## config.mk

```make
export PLATFORM = sky130hd
export DESIGN_NAME = bounce_box_render_flat
export DESIGN_NICKNAME = d
export VERILOG_FILES = /design/src/rtl/bounce_box_if.sv /design/src/rtl/bounce_box_render.sv /design/src/flat_wrapper.sv
export SDC_FILE = /design/constraint.sdc
export NUM_CORES = 1
export LEC_CHECK = 0
export ABC_CLOCK_PERIOD_IN_PS = 5450
export CORE_AREA = 4 4 79 81
export CTS_CLUSTER_SIZE = 25
export DETAILED_ROUTE_END_ITERATION = 6
export DIE_AREA = 0 0 83 85
export HOLD_SLACK_MARGIN = 0.1
export PLACE_DENSITY = 0.91
export SYNTH_ARGS = -nofsm -noshare
export SYNTH_HDL_FRONTEND = slang
export SYNTH_SLANG_ARGS = --single-unit
```

## constraint.sdc

```tcl
create_clock -name clk_pix -period 5.45 [get_ports clk_pix]
set_input_delay 1.09 -clock clk_pix [delete_from_list [all_inputs] [get_ports clk_pix]]
set_output_delay 1.09 -clock clk_pix [all_outputs]
set_load 0.03 [all_outputs]
```

## src/rtl/bounce_box_if.sv

```systemverilog
// bounce_box_if: video bus between the 480p timing generator and the pixel
// render stage. The timing side (master) drives position, syncs, data enable
// and the pause control. The render side (slave) returns RGB444 plus the
// re-aligned syncs and data enable.
interface bounce_box_if;
    logic [9:0] sx;
    logic [9:0] sy;
    logic       hsync_in;
    logic       vsync_in;
    logic       de_in;
    logic       pause;
    logic [3:0] vga_r;
    logic [3:0] vga_g;
    logic [3:0] vga_b;
    logic       hsync;
    logic       vsync;
    logic       de;

    modport master (
        output sx, sy, hsync_in, vsync_in, de_in, pause,
        input  vga_r, vga_g, vga_b, hsync, vsync, de
    );

    modport slave (
        input  sx, sy, hsync_in, vsync_in, de_in, pause,
        output vga_r, vga_g, vga_b, hsync, vsync, de
    );
endinterface

```

## src/rtl/bounce_box_render.sv

```systemverilog
// bounce_box_render: pixel stage behind the 480p timing generator. It draws a
// solid box on a flat background. The box moves SPEED px per frame on each
// axis and bounces off the screen edges. The position is updated once per
// frame, on the first blanking line, so a frame is never drawn with two
// different box positions.
// Fixed latency of 2 clk_pix cycles from every input to every output.
// Optional feature: define BOUNCE_BORDER_EN to draw a 1-px white frame
// around the active area. The frame has priority over the box.
module bounce_box_render #(
    parameter int          H_RES     = 640,
    parameter int          V_RES     = 480,
    parameter int          BOX_SIZE  = 32,
    parameter int          SPEED     = 2,
    parameter logic [11:0] BOX_COLOR = 12'hF80,
    parameter logic [11:0] BG_COLOR  = 12'h136
) (
    input  logic        clk_pix,
    input  logic        rst,
    bounce_box_if.slave vid
);

    typedef enum logic {DIR_POS = 1'b0, DIR_NEG = 1'b1} dir_e;

    // Position and direction of one axis. 11 bits wide, so pos + BOX_SIZE
    // cannot wrap.
    typedef struct packed {
        logic [10:0] pos;
        dir_e        dir;
    } axis_t;

    localparam logic [10:0] X_MAX  = 11'(H_RES - BOX_SIZE);
    localparam logic [10:0] Y_MAX  = 11'(V_RES - BOX_SIZE);
    localparam logic [10:0] SPD    = 11'(SPEED);
    localparam logic [10:0] BOX    = 11'(BOX_SIZE);
    localparam logic [9:0]  V_TICK = 10'(V_RES);
    localparam axis_t       AXIS_RESET = '{pos: '0, dir: DIR_POS};

    // Advance one axis by SPEED. On reaching a wall the position is clamped
    // to the wall, and the direction flips only when the next step would
    // overshoot the wall.
    function automatic axis_t step_axis(input axis_t cur, input logic [10:0] lim);
        axis_t       nxt;
        logic [10:0] sum;
        nxt = cur;
        sum = cur.pos + SPD;
        if (cur.dir == DIR_POS) begin
            if (sum > lim) begin
                nxt.pos = lim;
                nxt.dir = DIR_NEG;
            end else begin
                nxt.pos = sum;
            end
        end else begin
            if (cur.pos < SPD) begin
                nxt.pos = '0;
                nxt.dir = DIR_POS;
            end else begin
                nxt.pos = cur.pos - SPD;
            end
        end
        return nxt;
    endfunction

    axis_t       axis_x_q, axis_x_d;
    axis_t       axis_y_q, axis_y_d;
    logic        frame_tick;
    logic [10:0] sx_w, sy_w;
    logic        in_box;

    logic        in_box_q, de1_q, hs1_q, vs1_q;
    logic [11:0] rgb_d, rgb_q;
    logic        de2_q, hs2_q, vs2_q;

    assign frame_tick = (vid.sy == V_TICK) && (vid.sx == 10'd0);
    assign sx_w       = {1'b0, vid.sx};
    assign sy_w       = {1'b0, vid.sy};
    assign in_box     = (sx_w >= axis_x_q.pos) && (sx_w < axis_x_q.pos + BOX) &&
                        (sy_w >= axis_y_q.pos) && (sy_w < axis_y_q.pos + BOX);

`ifdef BOUNCE_BORDER_EN
    logic border;
    logic border_q;
    assign border = (vid.sx == 10'd0) || (vid.sx == 10'(H_RES - 1)) ||
                    (vid.sy == 10'd0) || (vid.sy == 10'(V_RES - 1));
`endif

    // Next box state: move on the frame tick unless paused.
    always_comb begin
        // NOTE: every output of this block gets a default first, so no path
        // leaves it unassigned and no latch is inferred.
        axis_x_d = axis_x_q;
        axis_y_d = axis_y_q;
        if (frame_tick && !vid.pause) begin
            axis_x_d = step_axis(axis_x_q, X_MAX);
            axis_y_d = step_axis(axis_y_q, Y_MAX);
        end
    end

    // Box state register. Reset overrides a coincident tick.
    always_ff @(posedge clk_pix) begin
        // NOTE: sequential state uses non-blocking assignments only, so every
        // register samples values from before this clock edge.
        if (rst) begin
            axis_x_q <= AXIS_RESET;
            axis_y_q <= AXIS_RESET;
        end else begin
            axis_x_q <= axis_x_d;
            axis_y_q <= axis_y_d;
        end
    end

    // Stage 1: register the box hit test, data enable and syncs.
    always_ff @(posedge clk_pix) begin
        if (rst) begin
            in_box_q <= 1'b0;
            de1_q    <= 1'b0;
            hs1_q    <= 1'b1;
            vs1_q    <= 1'b1;
        end else begin
            in_box_q <= in_box;
            de1_q    <= vid.de_in;
            hs1_q    <= vid.hsync_in;
            vs1_q    <= vid.vsync_in;
        end
    end

`ifdef BOUNCE_BORDER_EN
    // Stage 1 border compare, kept in the same stage so latency stays 2.
    always_ff @(posedge clk_pix) begin
        if (rst) border_q <= 1'b0;
        else     border_q <= border;
    end
`endif

    // Colour select from the stage-1 flags. Blanking forces black.
    always_comb begin
        rgb_d = 12'h000;
        if (de1_q) begin
`ifdef BOUNCE_BORDER_EN
            if (border_q)      rgb_d = 12'hFFF;
            else if (in_box_q) rgb_d = BOX_COLOR;
            else               rgb_d = BG_COLOR;
`else
            rgb_d = in_box_q ? BOX_COLOR : BG_COLOR;
`endif
        end
    end

    // Stage 2: register the colour together with the delayed syncs and de.
    always_ff @(posedge clk_pix) begin
        if (rst) begin
            rgb_q <= 12'h000;
            de2_q <= 1'b0;
            hs2_q <= 1'b1;
            vs2_q <= 1'b1;
        end else begin
            rgb_q <= rgb_d;
            de2_q <= de1_q;
            hs2_q <= hs1_q;
            vs2_q <= vs1_q;
        end
    end

    assign vid.vga_r = rgb_q[11:8];
    assign vid.vga_g = rgb_q[7:4];
    assign vid.vga_b = rgb_q[3:0];
    assign vid.de    = de2_q;
    assign vid.hsync = hs2_q;
    assign vid.vsync = vs2_q;

endmodule

```

## src/flat_wrapper.sv

```systemverilog
// flat-port wrapper written by rule: the top's interface ports become plain ports
module bounce_box_render_flat 
#(
    parameter int          H_RES     = 640,
    parameter int          V_RES     = 480,
    parameter int          BOX_SIZE  = 32,
    parameter int          SPEED     = 2,
    parameter logic [11:0] BOX_COLOR = 12'hF80,
    parameter logic [11:0] BG_COLOR  = 12'h136
)
  (clk_pix, rst, vid_sx, vid_sy, vid_hsync_in, vid_vsync_in, vid_de_in, vid_pause, vid_vga_r, vid_vga_g, vid_vga_b, vid_hsync, vid_vsync, vid_de);
  bounce_box_if vid_i ();
  input  logic clk_pix;
  input  logic rst;
  input wire logic [$bits(vid_i.sx)-1:0] vid_sx;
  input wire logic [$bits(vid_i.sy)-1:0] vid_sy;
  input wire logic [$bits(vid_i.hsync_in)-1:0] vid_hsync_in;
  input wire logic [$bits(vid_i.vsync_in)-1:0] vid_vsync_in;
  input wire logic [$bits(vid_i.de_in)-1:0] vid_de_in;
  input wire logic [$bits(vid_i.pause)-1:0] vid_pause;
  output wire logic [$bits(vid_i.vga_r)-1:0] vid_vga_r;
  output wire logic [$bits(vid_i.vga_g)-1:0] vid_vga_g;
  output wire logic [$bits(vid_i.vga_b)-1:0] vid_vga_b;
  output wire logic [$bits(vid_i.hsync)-1:0] vid_hsync;
  output wire logic [$bits(vid_i.vsync)-1:0] vid_vsync;
  output wire logic [$bits(vid_i.de)-1:0] vid_de;
  assign vid_i.sx = vid_sx;
  assign vid_i.sy = vid_sy;
  assign vid_i.hsync_in = vid_hsync_in;
  assign vid_i.vsync_in = vid_vsync_in;
  assign vid_i.de_in = vid_de_in;
  assign vid_i.pause = vid_pause;
  assign vid_vga_r = vid_i.vga_r;
  assign vid_vga_g = vid_i.vga_g;
  assign vid_vga_b = vid_i.vga_b;
  assign vid_hsync = vid_i.hsync;
  assign vid_vsync = vid_i.vsync;
  assign vid_de = vid_i.de;
  bounce_box_render #(.H_RES(H_RES), .V_RES(V_RES), .BOX_SIZE(BOX_SIZE), .SPEED(SPEED), .BOX_COLOR(BOX_COLOR), .BG_COLOR(BG_COLOR)) u_core (.clk_pix(clk_pix), .rst(rst), .vid(vid_i));
endmodule
```

==> results.sh <==
export IMPL_cts_tree="built"
export IMPL_min_to="u_core.rgb_q[5]"
export IMPL_synth_top_family_by_area="compound AO/OA/AOI/OAI gates"
export IMPL_dp_slack_ps=1773
export IMPL_worstHoldStart="u_core.in_box_q"
export IMPL_fin_setup_tns_ps=0
export IMPL_cts_root_buffer="clkbuf_8"
export IMPL_boundaryPins=41
export IMPL_place_congestion=0.9278
export IMPL_io_buffer_count=37
export IMPL_cts_buffers=5
export IMPL_wl_um=7780
export IMPL_row_count=27
export IMPL_crit_slowest_cell="nor3_2"
export IMPL_synth_fa_ha_area_share_pct=14.82
export IMPL_min_period_ps=3373
export IMPL_power_leakage_nw=1.232
export IMPL_regToRegEndpoint="u_core.axis_x_q[5]"
export IMPL_ant_nets=0
export IMPL_clockBufferDepth=2
export IMPL_r2r_setup_slack_ps=2690
export IMPL_clkTransAtPathRegs_ps=70
export IMPL_diodes=0
export IMPL_rr_worst_depth=8
export IMPL_cp_num_buf_inv=1
export IMPL_hold_path_depth=1
export IMPL_timing_rr_start="u_core.axis_x_q[2]"
export IMPL_synth_avg_cell_area_um2=7.733
export IMPL_clock_latency_ps=280
export IMPL_grt_overflow_total=0
export IMPL_irDropWorstVdd_uv=98.62
export IMPL_status="finished clean"
export IMPL_viasPerCell=6.358
export IMPL_die_area_um2=7055
export IMPL_seq_area_um2=640.6
export IMPL_crit_chain="clkdlybuf4s50_1 -> nor4_1 -> nand3b_1 -> nor3_2 -> o21ai_0 -> a31oi_1 -> a211oi_1"
export IMPL_hold_buffers=0
export IMPL_final_area_um2=3437
export IMPL_hold_path_class="reg2reg"
export IMPL_syn_inst=393
export IMPL_ys_ff_latch=32
export IMPL_async_flop_share_pct=0
export IMPL_yosysTopAreaCell="dfxtp_1"
export IMPL_core_area_um2=5473
export IMPL_synth_area_um2=3039
export IMPL_grt_usage_pct=22.02
export IMPL_fp_dieW_um=83
export IMPL_drc=0
export IMPL_power_density_nw_per_um2=146.4
export IMPL_multi_input_area_um2=2150
export IMPL_post_cts_buffers=0
export IMPL_startpoint_type="input pin"
export IMPL_setup_slack_ps=2077
export IMPL_arrival_ps=3510
export IMPL_ys_top_cells_by_count="36 x ha_1, 32 x dfxtp_1, 31 x o21ai_0, 30 x a21oi_1, 21 x inv_1"
export IMPL_post_synth_num_cell_types=59
export IMPL_crit_start="vid_sy[1]"
export IMPL_synthSimpleGateAreaFrac_pct=23.38
export IMPL_grt_pass1_wl_um=13310
export IMPL_grt_max_degree=27
export IMPL_synth_seq_area_share_pct=21.08
export IMPL_synth_compound_area_share_pct=26.80
export IMPL_setup_viol=0
export IMPL_yosys_warnings=0
export IMPL_drtPass1Iterations=5
export IMPL_nFillCells=492
export IMPL_cp_top_family="simple AND/OR/NAND/NOR gates"
export IMPL_grt_pass1_vias=2998
export IMPL_clock_skew_final_ps=6.534
export IMPL_start_util_pct=55.53
export IMPL_antenna_found_initial=0
export IMPL_tightest_slew_ps=1181
export IMPL_die_y_um=85
export IMPL_netlist_top_cells_area="dfxtp_1 21%, ha_1 15%, o21ai_0 5.1%, a21oi_1 4.9%, xnor2_1 4.0%"
export IMPL_hold_viol_final=0
export IMPL_muxShareOfSynthArea_pct=0
export IMPL_syn_to_final_growth_pct=13.09
export IMPL_crit_type="in2reg"
export IMPL_cp_end_kind="register"
export IMPL_netlist_area_leader_share_pct=21.08
export IMPL_synth_xor_area_share_pct=5.187
export IMPL_dpl_instance_area_um2=3344
export IMPL_drive_above_1_share_pct=5.868
export IMPL_timing_fmax_mhz=296.5
export IMPL_via_count=3058
export IMPL_dp_final_hpwl_um=5811
export IMPL_worstPathRequired_ps=5590
export IMPL_critPathMaxStageDelay_ps=960
export IMPL_maxCapViolations=0
export IMPL_rsz0062_at_grt="false"
export IMPL_crit_fanout=21
export IMPL_finalMaxSlewViolations=0
export IMPL_slew_headroom_pct=20.85
export IMPL_finalCritPeriodShare_pct=61.89
export IMPL_yosysMostFrequentCell="ha_1"
export IMPL_synth_main_ff_cell="dfxtp_1"
export IMPL_fin_nets=470
export IMPL_synth_edff_count=0
export IMPL_htree_levels=2
export IMPL_drt_iter0_drc=345
export IMPL_clock_sinks=32
export IMPL_wire_per_inst_um=16.17
export IMPL_cts_resized=0
per-layer routing:
metal	track usage, %	vias up	share of wire [%]
met5	0	-	0
met4	9.510	0	2.0
met3	4.175	18	6.0
met2	39.72	113	51
met1	25.32	1444	41
li1	-	1483	-
metrics by stage:
step	utilization [%]	hold slack (ps)	std cells	power, mW
after floorplan	-	383.3	395	0.2808
after global placement	61.11	390.3	473	0.3100
after detailed placement	61.11	393.3	473	0.3129
after CTS	62.80	408.8	481	0.5037
after global routing	62.80	419.6	481	0.5250
final	62.80	405.8	481	0.5030
cell families after synthesis:
family          count (synthesis)
buf+inv                        55
xor+xnor                       18
fa+ha+maj                      36
compound gates                124
flops                          32
simple gates                  127
other cells                     1
flip-flops by register name (all words and copies together) (netlist names):
name              count
u_core.axis_x_q      11
u_core.axis_y_q      11
u_core.rgb_q          3
u_core.de1_q          1
u_core.hs1_q          1
u_core.in_box_q       1
u_core.vid.de         1
u_core.vid.hsync      1
u_core.vid.vsync      1
u_core.vs1_q          1
area by class of cell:
class,instances,area share (%)
Inverter,23,2.512
Sequential cell,32,18.64
Tap cell,72,2.621
Clock buffer,6,2.403
Timing Repair Buffer,38,10.99
Multi-Input combinational cell,308,62.54
Clock inverter,2,0.2912
placed cells by master, fill, tap and decap left out, types with 4 or more instances in the layout:
cell              n
or3_1             8
nand2b_1          4
a21oi_1          30
clkdlybuf4s50_1  37
nor3_1           19
nand4_1           6
o21ai_0          31
a21o_1            6
nand2_1          14
nor4_1           10
nand3_1          16
o21a_1            9
nor2_1           20
xor2_1            4
inv_1            21
ha_1             36
xnor2_1          14
a31oi_1           9
nor2b_1           7
dfxtp_1          32
or2_2             6
clkbuf_8          6
a211oi_1          5
report_power, final:
group	leakage, nW	internal [mW]	switching, mW
Clock	0.0510	0.101	0.0943
Sequential	0.259	0.237	0.000892
Combinational	0.922	0.0369	0.0336
Total	1.23	0.374	0.129
worst max-delay path by stage:
stage | cells after the start | end | slack (ps)
floorplan | 7 | u_core.axis_x_q[0] | 2870
global placement | 7 | u_core.axis_x_q[3] | 1930
detailed placement | 7 | u_core.axis_x_q[3] | 1770
CTS | 7 | u_core.axis_x_q[3] | 2080
global route | 7 | u_core.axis_y_q[3] | 1870
finish | 7 | u_core.axis_x_q[3] | 2080
No activity file was read; power rests on OpenSTA's default activity.
